`config.mk`:
```
export PLATFORM = sky130hd
export DESIGN_NAME = pdm_spkr_drv
export DESIGN_NICKNAME = d
export VERILOG_FILES = /design/src/rtl/pdm_spkr_drv.sv
export SDC_FILE = /design/constraint.sdc
export NUM_CORES = 1
export LEC_CHECK = 0
export ABC_AREA = 1
export ABC_CLOCK_PERIOD_IN_PS = 4900
export CORE_ASPECT_RATIO = 1.4
export CORE_MARGIN = 3
export CORE_UTILIZATION = 32
export DETAILED_ROUTE_END_ITERATION = 10
export PLACE_DENSITY = 0.56
export SYNTH_ARGS = -nofsm -noshare
export SYNTH_HDL_FRONTEND = slang
export SYNTH_SLANG_ARGS = --single-unit
```
`constraint.sdc`:
```
create_clock -name clk -period 4.9 [get_ports clk]
set_input_delay 0.49 -clock clk [delete_from_list [all_inputs] [get_ports clk]]
set_output_delay 0.49 -clock clk [all_outputs]
set_load 0.02 [all_outputs]
```
`src/rtl/pdm_spkr_drv.sv`:
```
// pdm_spkr_drv: stereo first-order sigma-delta PDM speaker driver.
// Takes signed 16-bit L/R samples, emits complementary PDM pairs for an H-bridge and
// falls back to a 50% duty (silence) when the sample stream stalls.
// Optional build macro PDM_DEADTIME_EN: on every PDM level change both bridge legs are
// held low for one clk before the new level is driven.
module pdm_spkr_drv #(
    parameter int unsigned DIV           = 4,
    parameter int unsigned TIMEOUT_TICKS = 1024
) (
    input  logic        clk,
    input  logic        rst,
    input  logic        vld,
    input  logic [15:0] lft_in,
    input  logic [15:0] rght_in,
    output logic        lft_PDM,
    output logic        lft_PDM_n,
    output logic        rght_PDM,
    output logic        rght_PDM_n,
    output logic        muted,
    output logic        ovr
);

    localparam int unsigned DivW = (DIV > 1) ? $clog2(DIV) : 1;
    localparam int unsigned ToW  = $clog2(TIMEOUT_TICKS + 1);
    localparam logic [DivW-1:0] DivLast = DivW'(DIV - 1);
    localparam logic [ToW-1:0]  ToLast  = ToW'(TIMEOUT_TICKS - 1);

    typedef enum logic [1:0] {StIdle, StRun, StMute} state_e;

    state_e          r_state;
    state_e          w_state_nxt;
    logic [DivW-1:0] r_div_cnt;
    logic [ToW-1:0]  r_to_cnt;
    logic [ToW-1:0]  w_to_nxt;
    logic            w_tick;
    logic            w_run;

    logic [15:0] r_hold_l, r_hold_r;
    logic [15:0] r_act_l, r_act_r;
    logic [15:0] r_acc_l, r_acc_r;
    logic        r_pend;
    logic        r_pdm_l, r_pdm_r;
    logic        r_ovr;
    logic        w_gap_l, w_gap_r;

    logic [15:0] w_u_l, w_u_r;
    logic [15:0] w_src_l, w_src_r;
    logic [15:0] w_eff_l, w_eff_r;
    logic [16:0] w_sum_l, w_sum_r;

    // Offset-binary conversion, source selection and the 17-bit accumulator sums.
    always_comb begin
        w_tick  = (r_div_cnt == DivLast);
        w_run   = (r_state != StIdle);
        w_u_l   = {~lft_in[15], lft_in[14:0]};
        w_u_r   = {~rght_in[15], rght_in[14:0]};
        w_src_l = r_pend ? r_hold_l : r_act_l;
        w_src_r = r_pend ? r_hold_r : r_act_r;
        w_eff_l = (r_state == StMute) ? 16'h8000 : w_src_l;
        w_eff_r = (r_state == StMute) ? 16'h8000 : w_src_r;
        w_sum_l = {1'b0, r_acc_l} + {1'b0, w_eff_l};
        w_sum_r = {1'b0, r_acc_r} + {1'b0, w_eff_r};
    end

    // Next-state logic; the stall counter only runs in StRun and any vld restarts it.
    always_comb begin
        w_state_nxt = r_state;
        w_to_nxt    = r_to_cnt;
        if (vld || (r_state != StRun)) begin
            w_to_nxt = '0;
        end else if (w_tick) begin
            w_to_nxt = r_to_cnt + ToW'(1);
        end
        case (r_state)
            StIdle:  if (vld) w_state_nxt = StRun;
            StRun:   if (!vld && w_tick && (r_to_cnt == ToLast)) w_state_nxt = StMute;
            StMute:  if (vld) w_state_nxt = StRun;
            default: w_state_nxt = StIdle;
        endcase
    end

    // State register.
    always_ff @(posedge clk) begin
        if (rst) begin
            r_state <= StIdle;
        end else begin
            r_state <= w_state_nxt;
        end
    end

    // Tick divider: one PDM update every DIV clocks, tick on the last count.
    always_ff @(posedge clk) begin
        if (rst) begin
            r_div_cnt <= '0;
        end else if (w_tick) begin
            r_div_cnt <= '0;
        end else begin
            r_div_cnt <= r_div_cnt + DivW'(1);
        end
    end

    // Sample capture, per-tick modulator update, overwrite flag and stall counter.
    always_ff @(posedge clk) begin
        if (rst) begin
            r_hold_l <= '0;
            r_hold_r <= '0;
            r_act_l  <= '0;
            r_act_r  <= '0;
            r_acc_l  <= '0;
            r_acc_r  <= '0;
            r_pdm_l  <= 1'b0;
            r_pdm_r  <= 1'b0;
            r_pend   <= 1'b0;
            r_ovr    <= 1'b0;
            r_to_cnt <= '0;
        end else begin
            if (vld) begin
                r_hold_l <= w_u_l;
                r_hold_r <= w_u_r;
            end
            if (w_tick) begin
                r_act_l <= w_src_l;
                r_act_r <= w_src_r;
                // Accumulators stay frozen at zero until the first sample arrives.
                if (w_run) begin
                    r_acc_l <= w_sum_l[15:0];
                    r_acc_r <= w_sum_r[15:0];
                    r_pdm_l <= w_sum_l[16];
                    r_pdm_r <= w_sum_r[16];
                end
            end
            // A tick in the same cycle consumes the old hold, so the new one stays pending.
            r_pend   <= vld | (r_pend & ~w_tick);
            r_ovr    <= vld & r_pend & ~w_tick;
            r_to_cnt <= w_to_nxt;
        end
    end

`ifdef PDM_DEADTIME_EN
    logic r_gap_l, r_gap_r;

    // Break-before-make: flag the one clk following a tick that flips a PDM level.
    always_ff @(posedge clk) begin
        if (rst) begin
            r_gap_l <= 1'b0;
            r_gap_r <= 1'b0;
        end else begin
            r_gap_l <= w_tick & w_run & (w_sum_l[16] != r_pdm_l);
            r_gap_r <= w_tick & w_run & (w_sum_r[16] != r_pdm_r);
        end
    end

    assign w_gap_l = r_gap_l;
    assign w_gap_r = r_gap_r;
`else
    assign w_gap_l = 1'b0;
    assign w_gap_r = 1'b0;
`endif

    // Bridge drive: both legs off in StIdle and during a dead-time gap.
    always_comb begin
        lft_PDM    = w_run & ~w_gap_l & r_pdm_l;
        lft_PDM_n  = w_run & ~w_gap_l & ~r_pdm_l;
        rght_PDM   = w_run & ~w_gap_r & r_pdm_r;
        rght_PDM_n = w_run & ~w_gap_r & ~r_pdm_r;
        muted      = (r_state == StMute);
        ovr        = r_ovr;
    end

endmodule

```
==> impl_results.md, run 1 <==
- Count of yosys warnings during synthesis: 0
- Via count: 5875
- Post-placement worst setup slack: 2.06 ns
- Unrepaired setup endpoints after global routing: no
- Crit path max fanout: 65
- Synth async-reset ratio: 0
- Num CTS Buffers: 17
- GRT Residual Overflow: 0
- Max-cap violations: 0
- Clock network fraction of total power: 0.505
- Number of remaining DRC errors: 0
- Wire length of the first global-routing pass: ~27000 microns
- Clock insertion delay at the later pin of the skew report: 0.42 ns
- Result of the run: complete, no violations
- Placed Cells: 1246
- Met3 routing resource usage after global routing: 0.0339
- Final Cycle Share: 0.577
- Fraction of layout instances using a drive strength above 1: 0.0592
- Number of sinks driven by the clock tree: 115
- Commonest cells after routing, fill and taps aside: sky130_fd_sc_hd__nand2_1, sky130_fd_sc_hd__inv_1, sky130_fd_sc_hd__nor2_1
- Largest net degree at the start of global routing: 66
- Number of cells on the worst hold path: 1
- Average size of a mapped cell: 6.46 sq um
- Cell count of the worst reg-to-reg path: 15
- Number of post-CTS setup repair buffers: 0
- Top FF cell, synth: sky130_fd_sc_hd__dfxtp_1
- Transition at the pin with the smallest max-transition slack: about 1.1 ns
- Iteration count of the initial detailed-routing pass: 5
- Leakage power: 3.59 nW
- Final HPWL DP: 11300 microns
- Worst setup margin: 2.07 ns
- DR iter-0 viols: 280
- Total GRT Usage: 0.149
- Layout net count: 1088
- Number of placed I/O pins: 41
- Arrival time of the worst setup path: ~3.1 ns
- Final standard cell count with taps included and fillers excluded: 1278
- Detailed Route WL: 15700 microns
- Combinational Power Share: 0.120
- Startpoint of the worst hold path: r_div_cnt[0]
- CTS HTree Levels: 4
- Clock root buffer master: sky130_fd_sc_hd__clkbuf_16
- Syn Std Cell Area: 0.00639 sq mm
- Hold path endpoint: r_div_cnt[0]
- Die X: roughly 130 microns
- Most frequent standard cell in the layout excluding fill and tap cells: sky130_fd_sc_hd__nand2_1
- Max_slew headroom: 0.254
- Total power draw: about 2.7 mW
- Capturing element type of the critical path: register
- Post-cts gate resize count: 0
- Starting utilization of the core area: 0.329
- Mapped Cells: between 900 and 1000
- Average wire per cell in the routed design: 12.2 microns
- Switching Fraction: 0.256
- Global route hottest layer: met2
- Sequential cell area fraction in the yosys report: 0.360
- Worst Setup Start Kind: register
- Die Footprint: between 0.02 and 0.025 sq mm
- Count of distinct cell types in the synthesized netlist: 33
- Clock slew at reported path FFs: 0.05 ns
- Pwr Density: 350 mW/mm^2
- Reg2reg end: r_acc_r[10]
- GRT met1 Usage: 0.194
- Avg Vias per Cell: 4.60
- TritonCTS clock tree: yes
- Antenna cells: 0
- Fin crit period: around 2.8 ns
- Cell Int Power: 1.98 mW
- Peak clock frequency supported by timing: 354 MHz
- Initial antenna violation count: 0
- Filler Cell Count: 2067
- Post-Syn Nets: 1061
- CTS max path bufs: 2
- Row count: 60
- Setup_tns: 0 ns
- Peak ir drop on the vdd network: 0.000239 V
- Final hold viol count: 0
- Min-delay worst type: reg -> reg
- PortBufs: 40
- Max-slew violation total from the final report: 0
- Routability congestion estimate from global placement: 0.847
- R2r setup slk: 2.07 ns
- Share of total power in sequential cells: 0.375
- Via count of the first global-routing pass: 5658
- Crit Reg-Reg Startpoint: r_pend
- Critical path class: reg -> reg
- Worst Skew: 0.00712 ns
- Required arrival time at the worst endpoint: 5.22 ns
- Die span in y: approximately 170 microns
- Number of routed nets with antenna violations: 0
- Hold Buf Count CTS: 0
- Switch Pwr: 682 uW
- Area of the core: roughly 0.019 sq mm
- Number of flip-flops and latches in the synthesized netlist: 115
- Area growth from synthesis to layout: 19.1%
- Global-route met2 utilization: 0.243
- Count of final setup violators: 0
- Number of flops mapped to enable cells by yosys: 0
## worst max-delay path, cell delays in order, from the launching register on
cell and delay [ns]:
sky130_fd_sc_hd__dfxtp_2 1.00, sky130_fd_sc_hd__nand2_1 0.11, sky130_fd_sc_hd__o21ai_0 0.14, sky130_fd_sc_hd__nor2_1 0.08, sky130_fd_sc_hd__ha_1 0.23, sky130_fd_sc_hd__fa_1 0.41, sky130_fd_sc_hd__nand2_1 0.12, sky130_fd_sc_hd__nand3_1 0.07
sky130_fd_sc_hd__nand3_1 0.08, sky130_fd_sc_hd__nand2_1 0.10, sky130_fd_sc_hd__nand2_1 0.09, sky130_fd_sc_hd__nand2_1 0.05, sky130_fd_sc_hd__nand2_1 0.05, sky130_fd_sc_hd__nand3_1 0.06, sky130_fd_sc_hd__nand2_1 0.10, sky130_fd_sc_hd__inv_1 0.04
## routing by layer
metal / up-vias / share of wire
li1: 3172 / -
met1: 2600 / 0.48
met2: 85 / 0.47
met3: 18 / 0.032
met4: 0 / 0.016
met5: - / 0
## how the worst max path moves through the flow
| stage | from | end | slack [ns] | depth (start not counted) |
|---|---|---|---|---|
| 3_3_place_gp | r_pend | r_acc_r[10] | 2.10 | 15 |
| 4_1_cts | r_pend | r_acc_r[10] | 2.05 | 15 |
| 5_1_grt | r_pend | r_acc_r[10] | 1.70 | 15 |
| 3_5_place_dp | r_pend | r_acc_r[10] | 2.06 | 15 |
| 6_report | r_pend | r_acc_r[10] | 2.07 | 15 |
| 2_1_floorplan | r_pend | r_acc_l[8] | 2.58 | 16 |
## per-stage QoR
step,util,hold slack [ns],cell area (sq um)
3_3_place_gp,0.359,0.407,6970
2_1_floorplan,-,0.399,6390
5_1_grt,0.392,0.451,7620
3_5_place_dp,0.359,0.417,6970
6_report,0.392,0.431,7620
4_1_cts,0.392,0.440,7620
## layout make-up
type | count | area, sq um | share of cell area
timing repair buffer | 45 | 438 | 0.0575
clock buffer | 20 | 467 | 0.0613
tap | 248 | 310 | 0.0407
clock inverter | 12 | 178 | 0.0233
inverter | 155 | 582 | 0.0764
multi-input combinational | 683 | 3340 | 0.438
sequential | 115 | 2300 | 0.302
## cells by family after synthesis
kind of cell,count (synthesis),share of synthesized area
compound gates,159,0.128
flops,115,0.360
fa+ha+maj,36,0.0728
simple gates,478,0.307
xor+xnor,10,0.0137
buf+inv,192,0.119
## cell usage after synthesis (3+ instances only)
library cell	instances	share of area
sky130_fd_sc_hd__xor2_1	5	0.0068
sky130_fd_sc_hd__a21oi_1	30	0.023
sky130_fd_sc_hd__nand2_1	251	0.15
sky130_fd_sc_hd__buf_4	4	0.0047
sky130_fd_sc_hd__buf_2	6	0.0047
sky130_fd_sc_hd__inv_1	143	0.084
sky130_fd_sc_hd__clkbuf_1	24	0.014
sky130_fd_sc_hd__o21ai_1	41	0.032
sky130_fd_sc_hd__o21ai_0	78	0.061
sky130_fd_sc_hd__xnor2_1	5	0.0068
sky130_fd_sc_hd__o22ai_1	3	0.0029
sky130_fd_sc_hd__nand4_1	4	0.0039
sky130_fd_sc_hd__nor3_1	10	0.0078
sky130_fd_sc_hd__ha_1	34	0.067
sky130_fd_sc_hd__nor2_4	3	0.0053
sky130_fd_sc_hd__dfxtp_1	115	0.36
sky130_fd_sc_hd__nor2_1	125	0.073
sky130_fd_sc_hd__nand3_1	75	0.059
sky130_fd_sc_hd__o211ai_1	4	0.0047
sky130_fd_sc_hd__inv_2	12	0.0070
## registers in the layout (all words and copies together), names as in the netlist
| name | count |
|---|---|
| r_act_l | 16 |
| ovr | 1 |
| r_state | 2 |
| r_pdm_l | 1 |
| r_pend | 1 |
| r_acc_r | 16 |
| r_div_cnt | 2 |
| r_act_r | 16 |
| r_pdm_r | 1 |
| r_to_cnt | 11 |
| r_hold_l | 16 |
| r_hold_r | 16 |
| r_acc_l | 16 |
## power by group through the flow
stage               Combinational (mW)  Clock (mW)  Sequential (mW)
floorplan                        0.237           0             1.00
global placement                 0.323           0             1.02
detailed placement               0.324           0             1.02
CTS                              0.326        1.38            0.999
global route                     0.371        1.42             1.00
finish                           0.321        1.34            0.999
Power figures use the tool's default switching activity.
==> inputs of run 2 (changes only) <==
--- a/config.mk
+++ b/config.mk
@@ -6,7 +6,7 @@
 export NUM_CORES = 1
 export LEC_CHECK = 0
 export ABC_AREA = 1
-export ABC_CLOCK_PERIOD_IN_PS = 4900
+export ABC_CLOCK_PERIOD_IN_PS = 2650
 export CORE_ASPECT_RATIO = 1.4
 export CORE_MARGIN = 3
 export CORE_UTILIZATION = 32
==> constraint.sdc (replaced) <==
create_clock -name clk -period 2.65 [get_ports clk]
set_input_delay 0.265 -clock clk [delete_from_list [all_inputs] [get_ports clk]]
set_output_delay 0.265 -clock clk [all_outputs]
set_load 0.02 [all_outputs]
==> run 2 against run 1 <==
Compared with the run above:
- count of clock-buffer cells in the layout down 2
- register-to-register slack lost 1.8 ns
- final cell count is 0.55% higher
- total power increased by 86%
- cell area grew 1.2%
- clock power up 86%
- sequential cell count unchanged
- first-iteration DRC count up 16%
- sequential share of layout area decreased by 0.34 points
==> impl_results.md, run 2 (synthesized netlist as in run 1, its figures left out) <==
- PortBufs: 40
- Max-cap violations: 0
- Fin crit period: 2.39 ns
- Area of the core: 0.0194 sq mm
- Detailed Route WL: 15800 microns
- Antenna cells: 0
- Worst Skew: 0.0164 ns
- Capturing element type of the critical path: register
- Post-cts gate resize count: 0
- Layout net count: between 1000 and 1500
- Placed Cells: 1253
- Count of final setup violators: 0
- Number of placed I/O pins: 41
- Hold Buf Count CTS: 0
- Clock insertion delay at the later pin of the skew report: 0.41 ns
- Global route hottest layer: met2
- CTS max path bufs: 2
- Die span in y: 173 microns
- Result of the run: complete, no violations
- Final HPWL DP: roughly 12000 microns
- Unrepaired setup endpoints after global routing: no
- Number of remaining DRC errors: 0
- Clock root buffer master: sky130_fd_sc_hd__clkbuf_16
- Average wire per cell in the routed design: about 12 microns
- Leakage power: 3.64 nW
- Worst Setup Start Kind: register
- Iteration count of the initial detailed-routing pass: 4
- Max-slew violation total from the final report: 0
- Peak ir drop on the vdd network: roughly 0.00035 V
- Die X: 125 microns
- GRT met1 Usage: 0.190
- Routability congestion estimate from global placement: 0.859
- Total GRT Usage: 0.150
- Transition at the pin with the smallest max-transition slack: 0.458 ns
- Via count: 5821
- Global-route met2 utilization: 0.253
- Arrival time of the worst setup path: 2.70 ns
- Via count of the first global-routing pass: 5625
- Starting utilization of the core area: 0.329
- Fraction of layout instances using a drive strength above 1: 0.0656
- Peak clock frequency supported by timing: 418 MHz
- Clock slew at reported path FFs: 0.06 ns
- Setup_tns: 0 ns
- Required arrival time at the worst endpoint: 2.96 ns
- Filler Cell Count: 2035
- Commonest cells after routing, fill and taps aside: sky130_fd_sc_hd__nand2_1, sky130_fd_sc_hd__inv_1, sky130_fd_sc_hd__nor2_1
- Final Cycle Share: 0.902
- Combined area of the multi-input logic cells: around 0.0033 sq mm
- Initial antenna violation count: 0
- Num CTS Buffers: 17
- Number of routed nets with antenna violations: 0
- Wire length of the first global-routing pass: 27100 microns
- Final hold viol count: 0
- Avg Vias per Cell: between 4 and 5
- GRT Residual Overflow: 0
- Most frequent standard cell in the layout excluding fill and tap cells: sky130_fd_sc_hd__nand2_1
- Number of sinks driven by the clock tree: 115
- Critical path class: reg -> reg
- Number of post-CTS setup repair buffers: 0
- Row count: 60
- Die Footprint: 0.0217 sq mm
- Min-delay worst type: in -> reg
- CTS HTree Levels: 4
- DR iter-0 viols: 324
- Crit path max fanout: 28
- Pwr Density: roughly 640 mW/mm^2
- Sequential cell area: 0.00231 sq mm
- Max_slew headroom: 0.694
- Largest net degree at the start of global routing: between 50 and 60
- TritonCTS clock tree: yes
- Final standard cell count with taps included and fillers excluded: between 1000 and 1500
- Area growth from synthesis to layout: 20.6%
- Met3 routing resource usage after global routing: 0.0296
==> run 2: worst max-delay path, cell delays in order (launching register included) <==
cell                      delay (ns)
sky130_fd_sc_hd__dfxtp_4        0.41
sky130_fd_sc_hd__buf_12         0.18
sky130_fd_sc_hd__o21ai_0        0.34
sky130_fd_sc_hd__nor2_1         0.11
sky130_fd_sc_hd__ha_1           0.33
sky130_fd_sc_hd__or2_1          0.23
sky130_fd_sc_hd__nand3_1        0.13
sky130_fd_sc_hd__nand2_1        0.13
sky130_fd_sc_hd__nand2_1        0.15
sky130_fd_sc_hd__nand2_1        0.06
sky130_fd_sc_hd__nand2_1        0.06
sky130_fd_sc_hd__nand3_1        0.06
sky130_fd_sc_hd__nand2_1        0.07
sky130_fd_sc_hd__inv_1          0.03
==> run 2: layer usage <==
metal,part of all wire,vias to the layer above
li1,-,3173
met3,0.030,17
met2,0.49,79
met4,0.018,0
met1,0.46,2552
met5,0,-
==> run 2: through the flow <==
step           hold WS, ns  power [mW]  utilization  setup WS, ns  cell area [sq um]
4_1_cts              0.405        5.01        0.396         0.192               7700
2_1_floorplan        0.372        2.29            -         0.332               6390
6_report             0.422        4.96        0.397         0.260               7710
5_1_grt              0.428        5.17        0.397        0.0591               7710
3_5_place_dp         0.415        2.50        0.363         0.193               7060
3_3_place_gp         0.413        2.50        0.363         0.197               7060
==> run 2: final timing paths <==
path / start / to / slack, ns / cells past startpoint
max: r_pend / r_acc_l[10] / 0.26 / 13
min: rght_in[15] / r_hold_r[15] / 0.42 / 2
max reg2reg: r_pend / r_acc_l[10] / 0.26 / 13
min reg2reg: r_div_cnt[0] / r_div_cnt[0] / 0.43 / 1
==> run 2: layout make-up <==
class	instances	share of cell area
clock buffers	18	0.0570
clock inverters	14	0.0261
flip-flops and latches	115	0.299
multi-input cells	683	0.434
well taps	248	0.0402
repair buffers	52	0.0685
inverters	155	0.0755
==> run 2: where the power goes <==
| part | switching (mW) | internal, mW | leakage [nW] |
|---|---|---|---|
| logic | 0.392 | 0.238 | 2.40 |
| registers | 0.0365 | 1.80 | 0.936 |
| clock network | 0.882 | 1.61 | 0.307 |
| total | 1.31 | 3.65 | 3.64 |
==> inputs of run 3 (changes only) <==
--- a/config.mk
+++ b/config.mk
@@ -11,6 +11,7 @@
 export CORE_MARGIN = 3
 export CORE_UTILIZATION = 32
 export DETAILED_ROUTE_END_ITERATION = 10
+export HOLD_SLACK_MARGIN = 0.06
 export PLACE_DENSITY = 0.56
 export SYNTH_ARGS = -nofsm -noshare
 export SYNTH_HDL_FRONTEND = slang
==> results of run 3 <==
Same layout as run 2: the final DEF is identical, and so are final timing and power.
